===== config.mk =====
export PLATFORM = sky130hd
export DESIGN_NAME = mod_n_counter_flat
export DESIGN_NICKNAME = d
export VERILOG_FILES = /design/src/rtl/mod_n_counter_if.sv /design/src/rtl/mod_n_counter.sv /design/src/flat_wrapper.sv
export SDC_FILE = /design/constraint.sdc
export NUM_CORES = 1
export LEC_CHECK = 0
export BUFFER_PORTS_ARGS = -buffer_cell sky130_fd_sc_hd__buf_2
export CAP_MARGIN = 5
export CORE_AREA = 2 2 39 41
export DETAILED_ROUTE_END_ITERATION = 10
export DIE_AREA = 0 0 41 43
export MAX_ROUTING_LAYER = met4
export PLACE_DENSITY = 0.51
export SLEW_MARGIN = 10
export SYNTH_ARGS = -nofsm -noshare
export SYNTH_HDL_FRONTEND = slang
export SYNTH_SLANG_ARGS = --single-unit

===== constraint.sdc =====
create_clock -name clk -period 4.3 [get_ports clk]
set_clock_uncertainty 0.2 [all_clocks]
set_input_delay 0.215 -clock clk [delete_from_list [all_inputs] [get_ports clk]]
set_output_delay 0.215 -clock clk [all_outputs]
set_load 0.02 [all_outputs]

===== src/rtl/mod_n_counter_if.sv =====
// Direction/count bundle for mod_n_counter. The controller (master) drives the
// direction select; the counter (slave) drives the registered count.
interface mod_n_counter_if #(
  parameter int WIDTH = 4
);
  logic             upordown;
  logic [WIDTH-1:0] count;

  modport master (
    output upordown,
    input  count
  );

  modport slave (
    input  upordown,
    output count
  );
endinterface


===== src/rtl/mod_n_counter.sv =====
// Modulo-N up/down counter: cycles 0..N-1 in the selected direction, wrapping at
// both ends, with asynchronous active-low clear and a registered output.
module mod_n_counter #(
  parameter int N     = 10,
  parameter int WIDTH = 4
) (
  input  logic               clk,
  input  logic               reset,
  mod_n_counter_if.slave     bus
);

  localparam logic [WIDTH-1:0] MAX_VAL  = WIDTH'(N - 1);
  localparam logic [WIDTH-1:0] ZERO_VAL = '0;

  logic [WIDTH-1:0] count_reg;
  logic [WIDTH-1:0] count_next;
  logic             illegal;

  // Out-of-range states exist only when N leaves unused codes; otherwise the
  // check is omitted so no always-false compare is built.
  generate
    if (N < (2 ** WIDTH)) begin : g_range_check
      assign illegal = (count_reg > MAX_VAL);
    end else begin : g_no_range_check
      assign illegal = 1'b0;
    end
  endgenerate

  always_comb begin
    count_next = count_reg;
    if (bus.upordown) begin
      if (illegal || (count_reg == MAX_VAL))
        count_next = ZERO_VAL;
      else
        count_next = count_reg + WIDTH'(1);
    end else begin
      if (illegal || (count_reg == ZERO_VAL))
        count_next = MAX_VAL;
      else
        count_next = count_reg - WIDTH'(1);
    end
  end

  always_ff @(posedge clk or negedge reset) begin
    if (!reset)
      count_reg <= ZERO_VAL;
    else
      count_reg <= count_next;
  end

  assign bus.count = count_reg;

endmodule


===== src/flat_wrapper.sv =====
// flat-port wrapper written by rule: the top's interface ports become plain ports
module mod_n_counter_flat 
#(
  parameter int N     = 10,
  parameter int WIDTH = 4
)
  (clk, reset, bus_upordown, bus_count);
  mod_n_counter_if #(.WIDTH(WIDTH)) bus_i ();
  input  logic clk;
  input  logic reset;
  input wire logic [$bits(bus_i.upordown)-1:0] bus_upordown;
  output wire logic [$bits(bus_i.count)-1:0] bus_count;
  assign bus_i.upordown = bus_upordown;
  assign bus_count = bus_i.count;
  mod_n_counter #(.N(N), .WIDTH(WIDTH)) u_core (.clk(clk), .reset(reset), .bus(bus_i));
endmodule

==> results by group <==
Clock network
  – Post-cts sizing count: 0
  – TritonCTS Buffers: 3
  – Skew-Pair Late Insertion Delay: roughly 0.23 ns
  – Clk buf depth: 2
  – Clock root cell: clkbuf_4
  – Hold buffers post-CTS: 1
  – H-tree depth: 1
  – Setup bufs post-CTS: 0
  – CTS sink count: 4
  – CTS tree: built
  – Worst-path clk slew: approximately 0.04 ns

Worst setup path
  – Crit path arrival time: approximately 1.8 ns
  – WS Path Type: reg -> reg
  – CP max FO: 7
  – CP required: about 4.3 ns
  – CP endpoint kind: flip-flop
  – Startpoint Class: flip-flop
  – Worst path slowest cell: nor3b_1
  – Max stage delay on crit path: ~0.46 ns
  – Critical path, cell by cell: inv_1 -> ha_1 -> nor3b_1 -> o21ai_0 -> a22oi_1

Power
  – Design internal power: between 0.15 and 0.2 mW
  – Peak supply drop: 182 uV
  – Sw Ratio: between 40% and 50%
  – Power density over cell area: between 700 and 800 mW/mm^2
  – Clock power frac: around 15%
  – Sequential share of power: between 20% and 30%
  – Static leakage: a little under 0.2 nW
  – Combinational share of power: ~58%
  – Switching pwr: about 0.14 mW

Yosys
  – Top cell type's share of synthesized area: between 20 and 30%
  – Most frequent cell after synthesis: inv_1
  – Top cells by area, synth: dfrtp_1 (30%), ha_1 (15%), inv_1 (5.6%), nand4_1 (3.7%), nor2b_1 (3.7%)
  – Cell count after synthesis: 35
  – Synthesized net count: 42
  – Post-synthesis cell type count: 22
  – Seq cells post-synth: 4
  – Ys flop type: dfrtp_1
  – Post-synth EDFFs: 0
  – Async SR Flop Fraction: 100%
  – Top cells by count, synth: inv_1 (5), dfrtp_1 (4), ha_1 (4)
  – Mapped Area: approximately 340 um^2
  – Yosys top cell by area: dfrtp_1
  – Synth Warn #: 0
  – Post-synthesis sequential area ratio: between 20 and 30%
  – Mean Syn Cell Area: ~9.6 um^2

Timing
  – Fmax: 550 MHz
  – Final Hold Vio Count: 0
  – Measured slew at the worst slew-check pin: slightly above 0.5 ns
  – Max-slew headroom: about 65%
  – Final setup TNS: 0 ns
  – Fin crit period: approximately 1.8 ns
  – Final Max Slew Viols: 0
  – Final worst slack: approximately 2.5 ns
  – Final setup violation count: 0
  – Period utilisation layout: a little over two fifths
  – Unrepaired setup endpoints after global routing: no

Place
  – Dpl hpwl: about 570 um
  – GPL Wtd Cong: 0.645
  – Port-buffer cells: 6
  – Dpl ws: approximately 2.5 ns

Floorplan
  – Die width: 41 um
  – Die area: 0.00176 mm^2
  – Die height: between 40 and 50 um
  – Core area: 0.00138 mm^2
  – Starting density of the core: about 24%
  – # rows: 14
  – I/O pins: 7

Route
  – DRC: 0
  – Antenna-violating nets left: 0
  – DR WL/cell: ~13 um
  – Total number of vias: 285
  – Drt first pass iters: 2
  – Drt via density: 4.75
  – Post-Route WL: ~760 um
  – 1st-iter DRT viols: 2

Finish
  – Area growth syn-to-layout: 21.2%
  – Max reg flops: 4
  – Fill cell count: 151
  – Ratio of cells with drive above 1 in the final layout: 29.5%
  – Final nets: 53
  – ANT cells: 0

Global routing
  – Global-route wire length before repair: between 1 and 1.5 mm
  – Largest net degree at the start of global routing: 11
  – Tot GR Track Use: roughly 12%
  – Vias in the first global route: between 200 and 300
  – Overflow after GRT: 0
  – Initial antenna violation count: 0

Run status
  – Run status: complete, no violations

Job
  – Max cap viols: 0

Worst hold path
  – HP Class: in -> reg
through the flow:
stage	cell area, um^2	std cells	hold WS, ns	power [mW]	utilization [%]
finish	408	60	0.108	0.310	29.5
global route	408	60	0.127	0.347	29.5
CTS	408	60	0.102	0.317	29.5
detailed placement	375	56	-0.177	0.267	27.1
global placement	375	56	-0.176	0.263	27.1
floorplan	337	35	-0.281	0.215	-
cell families (layout without fill, tap and decap cells):
group                      count (synthesis)  in the layout  synth area share (%)
and+or+nand+nor                           11             11                  21.9
adders and majority gates                  4              4                  14.9
AOI/OAI and AO/OA                         10             10                  24.5
DFF                                        4              4                  29.7
buffers and inverters                      6             15                  8.92
area by class of cell:
cell class                      count  area, um^2  area share, %
Clock buffer                        3        22.5           5.52
Sequential cell                     4         100           24.5
Inverter                            5        18.8           4.60
Multi-Input combinational cell     25         206           50.6
Tap cell                           16        20.0           4.91
Timing Repair Buffer                7        40.0           9.82
critical path: cells and delay by family (launching register included):
family	cells	cell delay (ns)
AND/OR/NAND/NOR	1	0.46
flip-flops	1	0.44
AO/OA/AOI/OAI	2	0.32
adder cells (fa/ha/maj)	1	0.20
buffers and inverters	1	0.12
per-layer routing:
metal | GRT usage, % | part of all wire [%] | routed length (um)
met5 | - | 0 | 0
met4 | 2.00 | 0 | 0
met3 | 7.85 | 2.6 | 20
met2 | 17.2 | 50 | 385
met1 | 12.7 | 47 | 358
final timing paths:
kind | from | endpoint | slack [ns] | cells past startpoint
max | u_core.bus.count[0] | u_core.bus.count[0] | 2.48 | 5
min | bus_upordown | u_core.bus.count[0] | 0.11 | 2
max reg2reg | u_core.bus.count[0] | u_core.bus.count[0] | 2.48 | 5
min reg2reg | u_core.bus.count[0] | u_core.bus.count[0] | 0.41 | 1
max in group asynchronous | reset | u_core.bus.count[2] | 3.64 | 2
min in group asynchronous | reset | u_core.bus.count[3] | 0.13 | 2
layout by cell type (no fill, tap or decap), drive strengths merged:
| cell | instances |
|---|---|
| a2111o | 1 |
| a21o | 1 |
| a22o | 1 |
| a22oi | 1 |
| and2b | 1 |
| buf | 6 |
| clkbuf | 3 |
| dfrtp | 4 |
| dlygate4sd3 | 1 |
| ha | 4 |
| inv | 5 |
| nand3 | 1 |
| nand4 | 2 |
| nor2 | 2 |
| nor2b | 2 |
| nor3b | 1 |
| o211ai | 2 |
| o21a | 1 |
| o21ai | 1 |
| o221ai | 1 |
| o22ai | 1 |
| or2b | 1 |
| or4 | 1 |
power groups by stage:
stage | registers [mW] | clock network [mW] | logic, mW
global placement | 0.0839 | 0 | 0.179
global route | 0.0896 | 0.0528 | 0.204
detailed placement | 0.0861 | 0 | 0.180
finish | 0.0860 | 0.0454 | 0.178
floorplan | 0.100 | 0 | 0.114
CTS | 0.0857 | 0.0490 | 0.182
(Power assumes the default switching activity.)
